**src/rtl/rs_int_multi_pkg.sv**
```systemverilog
// Shared constants and the per-entry record for the integer reservation station.
// Declarations only; no latency.
// No flow control of its own.
package rs_int_multi_pkg;

    localparam int RS_DATA_W = 32;
    localparam int RS_TAG_W  = 6;
    localparam int RS_OP_W   = 5;
    localparam int RS_IMM_W  = 16;

    // Producer tag meaning "operand already available".
    localparam logic [RS_TAG_W-1:0] TAG_NONE = '0;

    // Opcode bit that selects the immediate as the second operand.
    localparam int IMM_BIT = RS_OP_W - 1;

    typedef struct packed {
        logic                 valid;
        logic [RS_DATA_W-1:0] vj;
        logic [RS_TAG_W-1:0]  qj;
        logic [RS_DATA_W-1:0] vk;
        logic [RS_TAG_W-1:0]  qk;
        logic [RS_OP_W-1:0]   op;
        logic [RS_IMM_W-1:0]  imm;
        logic [RS_TAG_W-1:0]  tag;
    } rs_entry_t;

endpackage

```
**src/rtl/rs_int_multi_if.sv**
```systemverilog
// Dispatch, CDB snoop and issue bundle of the integer reservation station.
// Wires only; no latency.
// Dispatch and issue use valid/ready; CDB has no backpressure.
interface rs_int_multi_if #(
    parameter int DEPTH   = 4,
    parameter int NUM_CDB = 3,
    parameter int TAG_W   = 6,
    parameter int DATA_W  = 32,
    parameter int OP_W    = 5,
    parameter int IMM_W   = 16
);
    localparam int CNT_W = $clog2(DEPTH + 1);

    logic                      flush;
    logic                      in_valid;
    logic                      in_ready;
    logic [DATA_W-1:0]         in_vj;
    logic [DATA_W-1:0]         in_vk;
    logic [TAG_W-1:0]          in_qj;
    logic [TAG_W-1:0]          in_qk;
    logic [OP_W-1:0]           in_op;
    logic [IMM_W-1:0]          in_imm;
    logic [TAG_W-1:0]          in_tag;
    logic [NUM_CDB-1:0]        cdb_valid;
    logic [NUM_CDB*TAG_W-1:0]  cdb_tag;
    logic [NUM_CDB*DATA_W-1:0] cdb_data;
    logic                      issue_valid;
    logic                      issue_ready;
    logic [OP_W-1:0]           issue_op;
    logic [DATA_W-1:0]         issue_a;
    logic [DATA_W-1:0]         issue_b;
    logic [TAG_W-1:0]          issue_tag;
    logic [CNT_W-1:0]          free_count;

    modport master (
        output flush, in_valid, in_vj, in_vk, in_qj, in_qk, in_op, in_imm, in_tag,
        output cdb_valid, cdb_tag, cdb_data, issue_ready,
        input  in_ready, issue_valid, issue_op, issue_a, issue_b, issue_tag, free_count
    );

    modport slave (
        input  flush, in_valid, in_vj, in_vk, in_qj, in_qk, in_op, in_imm, in_tag,
        input  cdb_valid, cdb_tag, cdb_data, issue_ready,
        output in_ready, issue_valid, issue_op, issue_a, issue_b, issue_tag, free_count
    );
endinterface

```
**src/rtl/rs_int_multi_entry.sv**
```systemverilog
// One reservation-station slot: operand storage plus CDB compare and capture.
// Capture and wakeup are registered; ready reflects registered tags only.
// No backpressure; alloc/clear are issued by the owning station.
module rs_int_multi_entry
    import rs_int_multi_pkg::*;
#(
    parameter int NUM_CDB = 3,
    parameter int TAG_W   = 6,
    parameter int DATA_W  = 32,
    parameter int OP_W    = 5,
    parameter int IMM_W   = 16
) (
    input  logic                      clk,
    input  logic                      reset,
    input  logic                      flush,
    input  logic                      alloc,
    input  logic                      clear,
    input  logic [DATA_W-1:0]         in_vj,
    input  logic [DATA_W-1:0]         in_vk,
    input  logic [TAG_W-1:0]          in_qj,
    input  logic [TAG_W-1:0]          in_qk,
    input  logic [OP_W-1:0]           in_op,
    input  logic [IMM_W-1:0]          in_imm,
    input  logic [TAG_W-1:0]          in_tag,
    input  logic [NUM_CDB-1:0]        cdb_valid,
    input  logic [NUM_CDB*TAG_W-1:0]  cdb_tag,
    input  logic [NUM_CDB*DATA_W-1:0] cdb_data,
    output rs_entry_t                 ent,
    output logic                      ready
);

    logic [TAG_W-1:0]  in_qk_eff;
    logic [TAG_W-1:0]  qj_look;
    logic [TAG_W-1:0]  qk_look;
    logic              hit_j;
    logic              hit_k;
    logic [DATA_W-1:0] dat_j;
    logic [DATA_W-1:0] dat_k;

    // Snoop the tags being written (dispatch) or held (wakeup); the lowest bus index wins.
    always_comb begin
        in_qk_eff = in_op[IMM_BIT] ? TAG_NONE : in_qk;
        qj_look   = alloc ? in_qj : ent.qj;
        qk_look   = alloc ? in_qk_eff : ent.qk;
        hit_j     = 1'b0;
        hit_k     = 1'b0;
        dat_j     = '0;
        dat_k     = '0;
        for (int i = NUM_CDB - 1; i >= 0; i--) begin
            if (cdb_valid[i] && qj_look != TAG_NONE && cdb_tag[i*TAG_W +: TAG_W] == qj_look) begin
                hit_j = 1'b1;
                dat_j = cdb_data[i*DATA_W +: DATA_W];
            end
            if (cdb_valid[i] && qk_look != TAG_NONE && cdb_tag[i*TAG_W +: TAG_W] == qk_look) begin
                hit_k = 1'b1;
                dat_k = cdb_data[i*DATA_W +: DATA_W];
            end
        end
    end

    // Slot state: flush beats everything, then allocate, then issue, then wakeup.
    always_ff @(posedge clk) begin
        if (!reset || flush) begin
            ent <= '0;
        end else if (alloc) begin
            ent.valid <= 1'b1;
            ent.op    <= in_op;
            ent.imm   <= in_imm;
            ent.tag   <= in_tag;
            ent.qj    <= hit_j ? TAG_NONE : in_qj;
            ent.vj    <= hit_j ? dat_j : in_vj;
            ent.qk    <= hit_k ? TAG_NONE : in_qk_eff;
            ent.vk    <= hit_k ? dat_k : in_vk;
        end else if (clear) begin
            ent.valid <= 1'b0;
        end else if (ent.valid) begin
            if (hit_j) begin
                ent.qj <= TAG_NONE;
                ent.vj <= dat_j;
            end
            if (hit_k) begin
                ent.qk <= TAG_NONE;
                ent.vk <= dat_k;
            end
        end
    end

    assign ready = ent.valid && (ent.qj == TAG_NONE) && (ent.qk == TAG_NONE);

endmodule

```
**src/rtl/rs_int_multi.sv**
```systemverilog
// Multi-entry integer reservation station issuing the oldest operand-complete op.
// Dispatch-to-issue latency 1 cycle; issue outputs are combinational from state.
// in_ready drops when full; an unaccepted issue holds until an older entry becomes ready.
module rs_int_multi
    import rs_int_multi_pkg::*;
#(
    parameter int DEPTH   = 4,
    parameter int NUM_CDB = 3,
    parameter int TAG_W   = RS_TAG_W,
    parameter int DATA_W  = RS_DATA_W,
    parameter int OP_W    = RS_OP_W,
    parameter int IMM_W   = RS_IMM_W
) (
    input  logic          clk,
    input  logic          reset,
    rs_int_multi_if.slave bus
);

    localparam int CNT_W = $clog2(DEPTH + 1);

    rs_entry_t        ent [DEPTH];
    logic [DEPTH-1:0] ent_vld;
    logic [DEPTH-1:0] ent_rdy;
    logic [DEPTH-1:0] alloc_oh;
    logic [DEPTH-1:0] sel_oh;
    // older[i][j] set: entry j was allocated before entry i.
    logic [DEPTH-1:0] older [DEPTH];
    logic [CNT_W-1:0] free_cnt;
    logic             disp;
    logic             issue_fire;

    assign disp           = bus.in_valid && bus.in_ready && !bus.flush;
    assign issue_fire     = bus.issue_valid && bus.issue_ready && !bus.flush;
    assign bus.in_ready   = (free_cnt != '0);
    assign bus.free_count = free_cnt;

    for (genvar g = 0; g < DEPTH; g++) begin : g_ent
        rs_int_multi_entry #(
            .NUM_CDB (NUM_CDB),
            .TAG_W   (TAG_W),
            .DATA_W  (DATA_W),
            .OP_W    (OP_W),
            .IMM_W   (IMM_W)
        ) u_ent (
            .clk       (clk),
            .reset     (reset),
            .flush     (bus.flush),
            .alloc     (alloc_oh[g]),
            .clear     (sel_oh[g] && issue_fire),
            .in_vj     (bus.in_vj),
            .in_vk     (bus.in_vk),
            .in_qj     (bus.in_qj),
            .in_qk     (bus.in_qk),
            .in_op     (bus.in_op),
            .in_imm    (bus.in_imm),
            .in_tag    (bus.in_tag),
            .cdb_valid (bus.cdb_valid),
            .cdb_tag   (bus.cdb_tag),
            .cdb_data  (bus.cdb_data),
            .ent       (ent[g]),
            .ready     (ent_rdy[g])
        );
        assign ent_vld[g] = ent[g].valid;
    end

    // Lowest-index free slot receives the dispatch.
    always_comb begin
        alloc_oh = '0;
        for (int i = DEPTH - 1; i >= 0; i--) begin
            if (!ent_vld[i]) begin
                alloc_oh    = '0;
                alloc_oh[i] = disp;
            end
        end
    end

    // New entry becomes younger than everything live; stale bits of a reused slot are cleared.
    always_ff @(posedge clk) begin
        if (!reset || bus.flush) begin
            for (int i = 0; i < DEPTH; i++) older[i] <= '0;
        end else if (disp) begin
            for (int i = 0; i < DEPTH; i++)
                older[i] <= alloc_oh[i] ? ent_vld : (older[i] & ~alloc_oh);
        end
    end

    // Oldest ready entry: ready with no ready entry older than it.
    always_comb begin
        sel_oh = '0;
        for (int i = 0; i < DEPTH; i++)
            sel_oh[i] = ent_rdy[i] && !(|(older[i] & ent_rdy));
    end

    // Present the selected entry; all zeros when nothing is ready.
    always_comb begin
        bus.issue_valid = |sel_oh;
        bus.issue_op    = '0;
        bus.issue_a     = '0;
        bus.issue_b     = '0;
        bus.issue_tag   = '0;
        for (int i = 0; i < DEPTH; i++) begin
            if (sel_oh[i]) begin
                bus.issue_op  = ent[i].op;
                bus.issue_a   = ent[i].vj;
                bus.issue_b   = ent[i].op[IMM_BIT] ?
                                {{(DATA_W-IMM_W){ent[i].imm[IMM_W-1]}}, ent[i].imm} : ent[i].vk;
                bus.issue_tag = ent[i].tag;
            end
        end
    end

    // Free slots: minus an accepted dispatch, plus an accepted issue.
    always_ff @(posedge clk) begin
        if (!reset || bus.flush)
            free_cnt <= CNT_W'(DEPTH);
        else
            free_cnt <= free_cnt - CNT_W'(disp) + CNT_W'(issue_fire);
    end

endmodule

```
**src/flat_wrapper.sv**
```systemverilog
// flat-port wrapper written by rule: the top's interface ports become plain ports
module rs_int_multi_flat import rs_int_multi_pkg::*;
#(
    parameter int DEPTH   = 4,
    parameter int NUM_CDB = 3,
    parameter int TAG_W   = RS_TAG_W,
    parameter int DATA_W  = RS_DATA_W,
    parameter int OP_W    = RS_OP_W,
    parameter int IMM_W   = RS_IMM_W
)
  (clk, reset, bus_flush, bus_in_valid, bus_in_vj, bus_in_vk, bus_in_qj, bus_in_qk, bus_in_op, bus_in_imm, bus_in_tag, bus_cdb_valid, bus_cdb_tag, bus_cdb_data, bus_issue_ready, bus_in_ready, bus_issue_valid, bus_issue_op, bus_issue_a, bus_issue_b, bus_issue_tag, bus_free_count);
  rs_int_multi_if #(.DEPTH(DEPTH), .NUM_CDB(NUM_CDB), .TAG_W(TAG_W), .DATA_W(DATA_W), .OP_W(OP_W), .IMM_W(IMM_W)) bus_i ();
  input  logic clk;
  input  logic reset;
  input wire logic [$bits(bus_i.flush)-1:0] bus_flush;
  input wire logic [$bits(bus_i.in_valid)-1:0] bus_in_valid;
  input wire logic [$bits(bus_i.in_vj)-1:0] bus_in_vj;
  input wire logic [$bits(bus_i.in_vk)-1:0] bus_in_vk;
  input wire logic [$bits(bus_i.in_qj)-1:0] bus_in_qj;
  input wire logic [$bits(bus_i.in_qk)-1:0] bus_in_qk;
  input wire logic [$bits(bus_i.in_op)-1:0] bus_in_op;
  input wire logic [$bits(bus_i.in_imm)-1:0] bus_in_imm;
  input wire logic [$bits(bus_i.in_tag)-1:0] bus_in_tag;
  input wire logic [$bits(bus_i.cdb_valid)-1:0] bus_cdb_valid;
  input wire logic [$bits(bus_i.cdb_tag)-1:0] bus_cdb_tag;
  input wire logic [$bits(bus_i.cdb_data)-1:0] bus_cdb_data;
  input wire logic [$bits(bus_i.issue_ready)-1:0] bus_issue_ready;
  output wire logic [$bits(bus_i.in_ready)-1:0] bus_in_ready;
  output wire logic [$bits(bus_i.issue_valid)-1:0] bus_issue_valid;
  output wire logic [$bits(bus_i.issue_op)-1:0] bus_issue_op;
  output wire logic [$bits(bus_i.issue_a)-1:0] bus_issue_a;
  output wire logic [$bits(bus_i.issue_b)-1:0] bus_issue_b;
  output wire logic [$bits(bus_i.issue_tag)-1:0] bus_issue_tag;
  output wire logic [$bits(bus_i.free_count)-1:0] bus_free_count;
  assign bus_i.flush = bus_flush;
  assign bus_i.in_valid = bus_in_valid;
  assign bus_i.in_vj = bus_in_vj;
  assign bus_i.in_vk = bus_in_vk;
  assign bus_i.in_qj = bus_in_qj;
  assign bus_i.in_qk = bus_in_qk;
  assign bus_i.in_op = bus_in_op;
  assign bus_i.in_imm = bus_in_imm;
  assign bus_i.in_tag = bus_in_tag;
  assign bus_i.cdb_valid = bus_cdb_valid;
  assign bus_i.cdb_tag = bus_cdb_tag;
  assign bus_i.cdb_data = bus_cdb_data;
  assign bus_i.issue_ready = bus_issue_ready;
  assign bus_in_ready = bus_i.in_ready;
  assign bus_issue_valid = bus_i.issue_valid;
  assign bus_issue_op = bus_i.issue_op;
  assign bus_issue_a = bus_i.issue_a;
  assign bus_issue_b = bus_i.issue_b;
  assign bus_issue_tag = bus_i.issue_tag;
  assign bus_free_count = bus_i.free_count;
  rs_int_multi #(.DEPTH(DEPTH), .NUM_CDB(NUM_CDB), .TAG_W(TAG_W), .DATA_W(DATA_W), .OP_W(OP_W), .IMM_W(IMM_W)) u_core (.clk(clk), .reset(reset), .bus(bus_i));
endmodule
```
**config.mk**
```make
export PLATFORM = sky130hd
export DESIGN_NAME = rs_int_multi_flat
export DESIGN_NICKNAME = d
export VERILOG_FILES = /design/src/rtl/rs_int_multi_pkg.sv /design/src/rtl/rs_int_multi_if.sv /design/src/rtl/rs_int_multi_entry.sv /design/src/rtl/rs_int_multi.sv /design/src/flat_wrapper.sv
export SDC_FILE = /design/constraint.sdc
export NUM_CORES = 2
export LEC_CHECK = 0
export ABC_CLOCK_PERIOD_IN_PS = 10110
export BUFFER_PORTS_ARGS = -buffer_cell sky130_fd_sc_hd__buf_4
export CAP_MARGIN = 0
export CORE_MARGIN = 10
export CORE_UTILIZATION = 40
export CTS_CLUSTER_DIAMETER = 40
export DETAILED_ROUTE_END_ITERATION = 8
export GPL_ROUTABILITY_DRIVEN = 0
export SYNTH_ARGS = -nofsm -noshare
export SYNTH_HDL_FRONTEND = slang
export SYNTH_HIERARCHICAL = 1
export SYNTH_SLANG_ARGS = --single-unit
```
**constraint.sdc**
```tcl
create_clock -name clk -period 10.11 [get_ports clk]
set_input_delay 0.5055 -clock clk [delete_from_list [all_inputs] [get_ports clk]]
set_output_delay 0.5055 -clock clk [all_outputs]
set_load 0.01 [all_outputs]
```
==> results.txt <==
ANT nets after route: 0
Routed WL: 143000 µm
Reg power frac: 32.4%
Sw Pwr: 0.00144 W
Fin Setup TNS: 0 ns
Initial Util: 40.5%
vias in the first global route: 30300
deepest clock path buffer count: 3
pwr dens: 146 nW/µm²
CTS tree: done
Switching Share: 26.7%
R2R depth: 14
Slew Limit Fails: 0
first-pass GRT wire length: 209000 µm
Mapped Cells: 3447
Reg clk slew, reported paths: 0.06 ns
# Max-Cap Violations: 0
Final Core Density: 48.3%
drt drc: 0
number of synthesized register bits: 435
setup slack after placement: 4.11 ns
Mapped Avg Cell Area: 8.95 µm²
Internal Power: 0.00395 W
Worst Max-Slew Pin Slew: 1.11 ns
First-pass DRT Iterations: 7
overall die height: 298 µm
Max VDD drop: 0.000128 V
Fmax: 162 MHz
ys flop type: dfxtp_1
# resized after CTS: 0
FF-to-FF setup slack: 3.95 ns
endpoint class of the critical path: flip-flop
Post-CTS Setup Bufs: 0
Fillers: 7320
Layout area overhead: 19.4%
Async SR Flop Fraction: 0%
final hold violation count: 0
number of CTS-inserted buffers: 89
total grt overflow: 0
Worst Path Max Fanout: 32
Hold WC Path Type: input port to flip-flop
total track usage: 30.2%
CP arrival: 6.67 ns
CP Class: flip-flop to flip-flop
WP data required: 10.62 ns
Crit Reg-Reg Endpoint: u_core/g_ent[3].u_ent/ent[36]
Critical-path top delay cell: a21oi_4
startpoint types: flip-flop
clk sinks: 435
largest area contributor in the netlist: dfxtp_1
logic gate share of total power: 9.6%
First DRT Iteration DRCs: 4510
Worst-Skew Late Latency: 0.65 ns
Clock Power Share: 58.0%
via count: 31700
die area: 88600 µm²
Max H-tree Level: 3
nets@finish: 3780
clk_skew: 0.0370 ns
fin crit share: 60.9%
Yosys top cell area share: 27.2%
Die W: 298 µm
Ports: 305
Syn. warnings: 6
most frequent cell after synthesis: dfxtp_1
outcome: complete, no violations
share of the yosys chip area belonging to registers: 28.8%
crit path cell chain: nand2_1 -> or3_1 -> nor2_4 -> buf_4 -> nand3b_1 -> and2_1 -> xnor2_1 -> nor4_1 -> nand2_1 -> a21oi_4 -> buf_4 -> a211oi_4 -> buf_4 -> o2bb2ai_2
most frequent cells after synthesis: dfxtp_1, clkbuf_1, nor2_1
post-route minimum period: 6.16 ns
hold slack final: 0.143 ns
Mapped Area: 30800 µm²
DR vias/cell: 6.81
initial antenna violation count: 4
wire per inst: 30.6 µm
cell leakage power: 12.4 nW
largest net degree at the start of global routing: 66
setup ws final: 3.95 ns
main area contributors after synthesis: dfxtp_1, o2bb2ai_2, mux2i_1
CTS Hold Bufs: 0
Setup crit start: u_core/g_ent[0].u_ent/ent[103]
clk root buf: clkbuf_16
Syn Nets: 3675
RSZ-0062 raised after global routing: false
Post-synth EDFFs: 16
slew margin rel.: 25.5%
cell mode on critical path: buf_4
# rows: 101
CP max stage delay: 0.75 ns
Yosys cell types: 73
core area: 76200 µm²
crit path capture: u_core/g_ent[3].u_ent/ent[36]
final setup fails: 0
layout cells sized above 1: 28.5%
Detailed Place HPWL: 92500 µm
RR Startpoint: u_core/g_ent[0].u_ent/ent[103]
number of port buffers: 304
## per-stage QoR
stage	cells	area, µm²	power [W]
2_1_floorplan	3447	30800	0.00199
3_3_place_gp	4491	33600	0.00227
3_5_place_dp	4491	33600	0.00227
4_1_cts	4656	36800	0.00539
5_1_grt	4659	36800	0.00549
6_report	4662	36800	0.00538
## state kept, by name, summed over array words and instances (netlist names)
| signal | cells |
|---|---|
| u_core/bus.free_count | 3 |
| u_core/g_ent.u_ent/ent | 416 |
| u_core/older | 16 |
## placed cells by master (no fill, tap or decap), types with 68 or more instances in the layout
master     Yosys  routed
a22o_1       145     145
nand3_1      111     109
mux2i_1      143     143
a32o_1       118     118
o22a_1       128     128
buf_4          6     388
a21oi_1       77      73
a211oi_1     142     138
inv_1         74      73
dfxtp_1      419     417
nor2_1       224     211
or2_2        112     112
a22oi_1      139     139
clkbuf_16      0      91
o21ai_2      120     120
o21ai_0       68      68
a31oi_1      140     132
o2bb2ai_2    120     120
a221o_1      116     116
## power by group through the flow
stage | logic [W] | registers [W] | clock network (W)
global route | 0.000533 | 0.00174 | 0.00322
floorplan | 0.000214 | 0.00178 | 0
finish | 0.000518 | 0.00174 | 0.00312
global placement | 0.000496 | 0.00178 | 0
CTS | 0.000499 | 0.00174 | 0.00315
detailed placement | 0.000497 | 0.00178 | 0
## cell families (layout without fill, tap and decap cells)
family / count (synthesis) / in the layout / share of synthesized area [%]
flip-flops: 435 / 435 / 28.8
multiplexers: 177 / 177 / 6.03
AO/OA/AOI/OAI: 1448 / 1448 / 40.4
adder cells (fa/ha/maj): 3 / 3 / 0.146
other: 0 / 6 / 0
XOR/XNOR: 98 / 98 / 2.78
AND/OR/NAND/NOR: 838 / 838 / 15.2
buffers and inverters: 448 / 627 / 6.64
## critical path, delay by kind of cell (launching register included)
family          cells  cell delay (ns)
xor+xnor            1             0.13
flops               1             0.56
simple gates        7             2.72
buf+inv             3             1.50
compound gates      3             1.05
## routing by layer
metal	track usage (%)	wire [µm]	up-vias
met3	9.18	16400	345
met4	11.0	5240	2
li1	-	-	13800
met1	40.1	59100	15500
met5	0	12	-
met2	45.7	61800	2076
## worst min-delay path by stage
| stage | from | endpoint | slack [ns] | cells past startpoint |
|---|---|---|---|---|
| 6_report | bus_in_imm[9] | u_core/g_ent[0].u_ent/ent[15] | 0.14 | 3 |
| 2_1_floorplan | u_core/g_ent[3].u_ent/ent[46] | u_core/g_ent[3].u_ent/ent[46] | 0.42 | 1 |
| 3_3_place_gp | u_core/g_ent[1].u_ent/ent[99] | u_core/g_ent[1].u_ent/ent[99] | 0.45 | 1 |
| 3_5_place_dp | u_core/g_ent[0].u_ent/ent[46] | u_core/g_ent[0].u_ent/ent[46] | 0.45 | 1 |
| 5_1_grt | bus_in_imm[15] | u_core/g_ent[1].u_ent/ent[21] | 0.13 | 3 |
| 4_1_cts | bus_in_imm[15] | u_core/g_ent[1].u_ent/ent[21] | 0.11 | 3 |
## layout make-up
cell class              instances  area, µm²  share of cell area, %
multi-input cells            2564      20300                   55.1
inverters                      74        279                  0.758
flip-flops and latches        435       8870                   24.1
well taps                    1030       1290                   3.50
diodes                          6       15.0                 0.0408
clock inverters                56        698                   1.90
repair buffers                388       2910                   7.91
clock buffers                 109       2450                   6.67
(Power assumes the default switching activity.)
